===== src/rtl/sbus_shift_unit_if.sv =====
// sbus_shift_unit_if: request/result bundle between a shift requester and sbus_shift_unit
//   START/OP/A/AMT/DEST : request from master (operation, operand, amount, target register)
//   BUSY/DONE/CF        : status back to master
//   S_bus/SR            : result bus and one-hot store strobe toward the register bank
interface sbus_shift_unit_if #(
    parameter int NREG   = 8,
    parameter int DEST_W = 3
);
    logic              START;
    logic [1:0]        OP;
    logic [15:0]       A;
    logic [3:0]        AMT;
    logic [DEST_W-1:0] DEST;
    logic              BUSY;
    logic              DONE;
    logic              CF;
    logic [15:0]       S_bus;
    logic [NREG-1:0]   SR;
    modport master (output START, OP, A, AMT, DEST, input BUSY, DONE, CF, S_bus, SR);
    modport slave  (input START, OP, A, AMT, DEST, output BUSY, DONE, CF, S_bus, SR);
endinterface


===== src/rtl/sbus_shift_unit.sv =====
// sbus_shift_unit: bit-serial 16-bit shifter that writes its result into a switchable register bank
//   CLK, CLR : clock, synchronous active-high reset
//   bus      : slave side of sbus_shift_unit_if (request in, BUSY/DONE/CF status, S_bus + SR strobe out)
module sbus_shift_unit #(
    parameter int NREG   = 8,
    parameter int DEST_W = 3
) (
    input logic              CLK,
    input logic              CLR,
    sbus_shift_unit_if.slave bus
);
    typedef enum logic [1:0] {IDLE, SHIFT, WRITE} state_t;
    state_t            state_q, state_d;
    logic [15:0]       w_q, w_d;
    logic [3:0]        cnt_q, cnt_d;
    logic [1:0]        op_q, op_d;
    logic [DEST_W-1:0] dest_q, dest_d;
    logic              cf_q, cf_d;
    logic              write;
    always_ff @(posedge CLK) begin
        if (CLR) begin
            state_q <= IDLE;
            w_q     <= '0;
            cnt_q   <= '0;
            op_q    <= '0;
            dest_q  <= '0;
            cf_q    <= 1'b0;
        end else begin
            state_q <= state_d;
            w_q     <= w_d;
            cnt_q   <= cnt_d;
            op_q    <= op_d;
            dest_q  <= dest_d;
            cf_q    <= cf_d;
        end
    end
    always_comb begin
        state_d = state_q;
        w_d     = w_q;
        cnt_d   = cnt_q;
        op_d    = op_q;
        dest_d  = dest_q;
        cf_d    = cf_q;
        case (state_q)
            IDLE: if (bus.START) begin
                w_d     = bus.A;
                cnt_d   = bus.AMT;
                op_d    = bus.OP;
                dest_d  = bus.DEST;
                cf_d    = 1'b0;
                state_d = (bus.AMT == 4'd0) ? WRITE : SHIFT;
            end
            SHIFT: begin
                cnt_d   = cnt_q - 4'd1;
                state_d = (cnt_q == 4'd1) ? WRITE : SHIFT;
                case (op_q)
                    2'b00:   {cf_d, w_d} = {w_q, 1'b0};
                    2'b01:   {w_d, cf_d} = {1'b0, w_q};
                    2'b10:   {w_d, cf_d} = {w_q[15], w_q};
                    default: {cf_d, w_d} = {w_q, w_q[15]};
                endcase
            end
            default: state_d = IDLE;
        endcase
    end
    assign write     = (state_q == WRITE);
    assign bus.BUSY  = (state_q != IDLE);
    assign bus.DONE  = write;
    assign bus.CF    = cf_q;
    // Zero outside WRITE so several sources can OR onto the same S bus.
    assign bus.S_bus = write ? w_q : 16'h0000;
    // An out-of-range destination matches no strobe, so the op completes without a write.
    for (genvar i = 0; i < NREG; i++) begin : g_sr
        assign bus.SR[i] = write && (dest_q == DEST_W'(i));
    end
endmodule


===== src/flat_wrapper.sv =====
// flat-port wrapper written by rule: the top's interface ports become plain ports
module sbus_shift_unit_flat 
#(
    parameter int NREG   = 8,
    parameter int DEST_W = 3
)
  (CLK, CLR, bus_START, bus_OP, bus_A, bus_AMT, bus_DEST, bus_BUSY, bus_DONE, bus_CF, bus_S_bus, bus_SR);
  sbus_shift_unit_if #(.NREG(NREG), .DEST_W(DEST_W)) bus_i ();
  input logic CLK;
  input logic CLR;
  input wire logic [$bits(bus_i.START)-1:0] bus_START;
  input wire logic [$bits(bus_i.OP)-1:0] bus_OP;
  input wire logic [$bits(bus_i.A)-1:0] bus_A;
  input wire logic [$bits(bus_i.AMT)-1:0] bus_AMT;
  input wire logic [$bits(bus_i.DEST)-1:0] bus_DEST;
  output wire logic [$bits(bus_i.BUSY)-1:0] bus_BUSY;
  output wire logic [$bits(bus_i.DONE)-1:0] bus_DONE;
  output wire logic [$bits(bus_i.CF)-1:0] bus_CF;
  output wire logic [$bits(bus_i.S_bus)-1:0] bus_S_bus;
  output wire logic [$bits(bus_i.SR)-1:0] bus_SR;
  assign bus_i.START = bus_START;
  assign bus_i.OP = bus_OP;
  assign bus_i.A = bus_A;
  assign bus_i.AMT = bus_AMT;
  assign bus_i.DEST = bus_DEST;
  assign bus_BUSY = bus_i.BUSY;
  assign bus_DONE = bus_i.DONE;
  assign bus_CF = bus_i.CF;
  assign bus_S_bus = bus_i.S_bus;
  assign bus_SR = bus_i.SR;
  sbus_shift_unit #(.NREG(NREG), .DEST_W(DEST_W)) u_core (.CLK(CLK), .CLR(CLR), .bus(bus_i));
endmodule

===== config.mk =====
export PLATFORM = sky130hd
export DESIGN_NAME = sbus_shift_unit_flat
export DESIGN_NICKNAME = d
export VERILOG_FILES = /design/src/rtl/sbus_shift_unit_if.sv /design/src/rtl/sbus_shift_unit.sv /design/src/flat_wrapper.sv
export SDC_FILE = /design/constraint.sdc
export NUM_CORES = 1
export LEC_CHECK = 0
export ABC_AREA = 0
export BUFFER_PORTS_ARGS = -buffer_cell sky130_fd_sc_hd__buf_2
export CAP_MARGIN = 20
export CORE_MARGIN = 2
export CORE_UTILIZATION = 50
export DETAILED_ROUTE_END_ITERATION = 7
export PLACE_DENSITY = 0.82
export SLEW_MARGIN = 25
export SYNTH_ARGS = -nofsm -noshare
export SYNTH_HDL_FRONTEND = slang
export SYNTH_SLANG_ARGS = --single-unit

===== constraint.sdc =====
create_clock -name CLK -period 2.3 [get_ports CLK]
set_input_delay 0.23 -clock CLK [delete_from_list [all_inputs] [get_ports CLK]]
set_output_delay 0.23 -clock CLK [all_outputs]
set_load 0.01 [all_outputs]

=== After elaboration in Yosys (flattened, before gate mapping) ===
Cells that the tools add are included.

* Register bits after elaboration: 28
* Input bits: 28
* Logic and storage cells: 53

* $add $sub $neg: 1
* Equal/unequal tests: 14
* Multiplexer cells: 13
* Reduce and logical (&&, ||, !) cells: 18

{| class="wikitable"
|+ Operators with widths
! operator !! count
|-
| 16-bit case mux with 3 select lines || 1
|-
| 16-bit 2-to-1 mux || 2
|-
| 16-bit case mux with 2 select lines || 1
|-
| 3-bit == test, second input constant || 4
|-
| 1-bit logical AND || 8
|-
| 4-bit case mux with 2 select lines || 1
|-
| 3-bit by 2-bit == test with 1-bit output, second input constant || 2
|-
| 2-bit 2-to-1 mux || 3
|-
| 2-bit by 1-bit == test with 1-bit output, second input constant || 2
|-
| 2-bit == test, second input constant || 2
|-
| 4-bit by 1-bit == test with 1-bit output, second input constant || 1
|-
| 2-bit logical NOT || 2
|-
| 4-bit logical NOT || 1
|-
| 4-bit 2-to-1 mux || 1
|-
| 2-bit inequality test, second input constant || 2
|-
| 2-bit case mux with 2 select lines || 1
|-
| 2-bit AND reduction || 2
|-
| 2-bit nonzero test || 2
|-
| 4-bit by 1-bit subtractor with 4-bit output, second input constant || 1
|-
| 3-bit by 1-bit == test with 1-bit output, second input constant || 1
|-
| 3-bit logical NOT || 1
|-
| 3-bit AND reduction || 1
|-
| 1-bit 2-to-1 mux || 2
|-
| 1-bit case mux with 2 select lines || 1
|-
| 2-bit OR reduction || 1
|}

=== Logic depth before layout (Yosys ltp) ===
* Depth in word-level cells: 4
* Gate-level depth with buffers: 8
* Gate-level depth less buffers: 6

=== Worst setup path before layout ===
No wires, ideal clock.

* Kind: register -> register
* Start point: register u_core.op_q[0]
* End point: register u_core.w_q[1]
* Data arrival time: 1,549 ps
* Data required time: 2,167 ps
* Path slack: 618 ps
* Stages on the path, launching flop included: 9
* Path buffers: 2
* Clock period less this slack: 1,682 ps
* Cells stage by stage: dfxtp_1 -> inv_1 -> ha_1 -> or2_0 -> buf_6 -> and2_4 -> buf_6 -> a221oi_2 -> o31ai_1

* Word-level cells in the longest chain between the ends: 3
* Elaborated cells between the ends (all ways): 5
* Classes of those cells: eq/ne (2); mux (2); reduce/logical (1)

{| class="wikitable"
|+ RTL lines
! what !! line !! RTL
|-
| start, declared || sbus_shift_unit.sv:16 || <nowiki>logic [1:0] op_q, op_d;</nowiki>
|-
| start signal, assigned || sbus_shift_unit.sv:32 || <nowiki>op_q <= op_d;</nowiki>
|-
| 2-bit == test, or another cell as far along || sbus_shift_unit.sv:56 || <nowiki>case (op_q)</nowiki>
|-
| 16-bit case mux with 3 select lines * || sbus_shift_unit.sv:56 ||
|-
| 16-bit case mux with 2 select lines * || sbus_shift_unit.sv:44 || <nowiki>case (state_q)</nowiki>
|-
| end signal, assigned || sbus_shift_unit.sv:30 || <nowiki>w_q <= w_d;</nowiki>
|-
| end, declared || sbus_shift_unit.sv:14 || <nowiki>logic [15:0] w_q, w_d;</nowiki>
|}

Every way passes the cells marked *; elsewhere a longest branch is shown, timed or not.
A chain may end at the register's enable or synchronous reset.

=== Final worst setup path ===
* Start point: register u_core.state_q[0]
* End point: output port bus_SR[1]

* Word-level cells in the longest chain between the ends: 2

{| class="wikitable"
|+ RTL lines
! what !! line !! RTL
|-
| start, declared || sbus_shift_unit.sv:13 || <nowiki>state_t state_q, state_d;</nowiki>
|-
| start signal, assigned || sbus_shift_unit.sv:29 || <nowiki>state_q <= state_d;</nowiki>
|-
| 2-bit == test || sbus_shift_unit.sv:66 || <nowiki>assign write = (state_q == WRITE);</nowiki>
|-
| 1-bit logical AND || sbus_shift_unit.sv:74 || <nowiki>assign bus.SR[i] = write && (dest_q == DEST_W'(i));</nowiki>
|-
| end, declared || flat_wrapper.sv:20 || <nowiki>output wire logic [$bits(bus_i.SR)-1:0] bus_SR;</nowiki>
|}

No other way between the ends.

==> impl_metrics.py <==
metrics = {
    "drt": {
        "drt-vias-per-instance": 5.47,
        "wl_um": 4070,
        "initialDrtViolationCount": 65,
        "drtPass1Iterations": 4,
        "post_drt_wl_per_cell_um": 13.3,
        "vias": 1680,
        "drtAntennaViolNets": 0,
        "drc_errors": 0,
    },
    "worst_hold_path": {
        "hp-class": "primary input to flop",
        "whs_endpoint": "u_core.op_q[1]",
        "min_from": "bus_OP[1]",
        "hold_depth": 3,
    },
    "global_route": {
        "grt_remaining_overflow": 0,
        "antenna_found_initial": 0,
        "grtUsageTotal_pct": 21.6,
        "grt_pass1_vias": 1600,
        "grt_pass1_wl_um": 7000,
        "grt_start_max_net_pins": 22,
    },
    "timing": {
        "drv_slew": 0,
        "period_needed_ps": 2070,
        "tns_ps": 0,
        "fin_skew_ps": 7.44,
        "timing.fmax_mhz": 484,
        "slew_headroom_pct": 69.8,
        "timing.final.crit_share_pct": 89.8,
        "rsz0062_at_grt": "false",
        "tightest_slew_ps": 454,
        "setup_viol_count_final": 0,
        "finalHoldWorstSlack_ps": 107,
        "finalHoldViolCount": 0,
        "layout_setup_ws_ps": 234,
    },
    "placement": {
        "post-place-cells": 303,
        "placed_cell_area_um2": 1970,
        "dp_hpwl_um": 3040,
        "port_buffers": 54,
        "gp_congestion": 0.806,
        "place_ws_ps": 534,
    },
    "yosys": {
        "synth_fp_nets": 249,
        "yosys_warnings": 0,
        "synth_compound_gate_area_share_pct": 28.6,
        "synth_area_leaders": "dfxtp_1, nand2_1, o31ai_1, and2_1, a21oi_1",
        "yosys.area_share.adder_pct": 4.39,
        "synth-edff-count": 0,
        "ys_seq_elements": 28,
        "netlist_instances": 215,
        "synth_xor_area_share_pct": 0,
        "synth_mux_area_share_pct": 0.586,
        "synthFlopType": "dfxtp_1",
        "synthArstFlopShare_pct": 0,
        "synthSimpleGateAreaFrac_pct": 26.6,
        "synth_top_family_by_area": "compound AO/OA/AOI/OAI gates",
        "synth_area_leader_cell": "dfxtp_1",
        "ys_seq_area_share_pct": 32.8,
        "ys_types": 38,
        "synth_top_area_share_pct": 32.8,
        "avgSynthCellArea_um2": 7.95,
        "synthesis.area_um2": 1710,
    },
    "power_and_ir_drop": {
        "p_leak_nw": 0.890,
        "ir_worst_vdd_uv": 430,
        "power_mw": 1.13,
        "power_density_nw_per_um2": 562,
    },
    "cts": {
        "cts_resized": 0,
        "cts_inserted_buffers": 3,
        "clk_latency_ps": 330,
        "cts_max_path_buffers": 2,
        "tritoncts": "built",
        "cts.sinks": 28,
        "hold_buffers": 0,
        "cts-root-buf": "clkbuf_4",
        "post-cts-setup-buffer-count": 0,
        "clkTransAtPathRegs_ps": 150,
        "htreeDepth": 1,
    },
    "final_layout": {
        "layout-drive-gt1-share_pct": 28.4,
        "area_growth_pct": 17.6,
        "fillCellCount": 303,
        "postLayoutCellArea_um2": 2010,
        "stdcell_count": 307,
        "utilization_pct": 60.7,
        "diodes": 0,
        "fin_nets": 296,
    },
    "run_status": {
        "outcome": "completed",
    },
    "floorplan": {
        "initial_core_util_pct": 51.6,
        "die_width_um": 62.5,
        "fp.dieArea_um2": 3900,
        "die_h_um": 62.5,
        "io_pins": 55,
        "coreArea_um2": 3310,
        "row_count": 21,
    },
    "setup_path": {
        "crit_required_ps": 2070,
        "cp-startpoint": "u_core.state_q[0]",
        "rrSetupSlack_ps": 500,
        "end_kind": "output pin",
        "cp-start-kind": "flop",
        "crit_path_max_fanout": 18,
        "worstPathArrival_ps": 1840,
        "r2r_cells": 6,
        "r2r-start": "u_core.op_q[0]",
        "timing.rr.end": "u_core.w_q[1]",
        "path_class": "flop to output pin",
    },
    "run": {
        "cap_violations": 0,
    },
}
## area by class of cell
cell class,count,area [um^2],area share (%)
Inverter,9,33.8,1.68
Multi-Input combinational cell,163,1030,51.2
Timing Repair Buffer,57,293,14.6
Sequential cell,28,561,27.9
Clock buffer,4,36.3,1.80
Tap cell,46,57.6,2.86
## per-layer routing
layer | global-route usage (%) | vias to the layer above | part of all wire (%)
met2 | 38.6 | 54 | 49
li1 | - | 855 | -
met5 | 0 | - | 0
met3 | 4.32 | 4 | 6.7
met1 | 26.0 | 767 | 43
met4 | 6.67 | 0 | 0.76
## synthesized netlist by cell type, types with 3 or more instances
cell / count
a211oi_1: 3
a21oi_1: 21
a221oi_1: 9
a221oi_2: 6
and2_1: 17
buf_2: 8
clkbuf_1: 3
dfxtp_1: 28
ha_1: 6
inv_1: 7
nand2_1: 34
nand2b_1: 10
nor2_1: 15
nor3_1: 5
o31ai_1: 15
## critical path, cell delays in order, from the launching register on
cell     delay (ps)
dfxtp_1         380
inv_2           200
nand2_1         190
inv_2           260
nand2_1         160
nor3_1          150
buf_2           160
## worst max-delay path by stage
stage | endpoint | cells after the start
2_1_floorplan | u_core.w_q[1] | 8
3_3_place_gp | u_core.w_q[8] | 6
3_5_place_dp | u_core.w_q[2] | 6
4_1_cts | bus_SR[1] | 6
5_1_grt | bus_SR[1] | 6
6_report | bus_SR[1] | 6
## flip-flops by register name, indices dropped and copies added, names as in the netlist
signal          cells
u_core.cnt_q        4
u_core.bus.CF       1
u_core.w_q         16
u_core.dest_q       3
u_core.state_q      2
u_core.op_q         2
## report_power, final
part / internal, mW / switching (mW)
Combinational: 0.125 / 0.159
Sequential: 0.540 / 0.0625
Clock: 0.0970 / 0.146
## placed cells by master (no fill, tap or decap), types with 5 or more instances in the layout
master	Yosys	layout
dfxtp_1	28	28
a221oi_2	6	6
and2_1	17	17
inv_1	7	7
nor2_1	15	15
nor3_1	5	5
o31ai_1	15	15
nand2b_1	10	10
ha_1	6	6
a221oi_1	9	9
a21oi_1	21	21
buf_2	8	54
nand2_1	34	34
## cell families (layout without fill, tap and decap cells)
| kind of cell | after synthesis | count (layout) |
|---|---|---|
| buffers and inverters | 24 | 70 |
| adder cells (fa/ha/maj) | 6 | 6 |
| flip-flops | 28 | 28 |
| AO/OA/AOI/OAI | 64 | 64 |
| multiplexers | 1 | 1 |
| AND/OR/NAND/NOR | 92 | 92 |
Note: power is estimated with default switching activity, not from simulation.
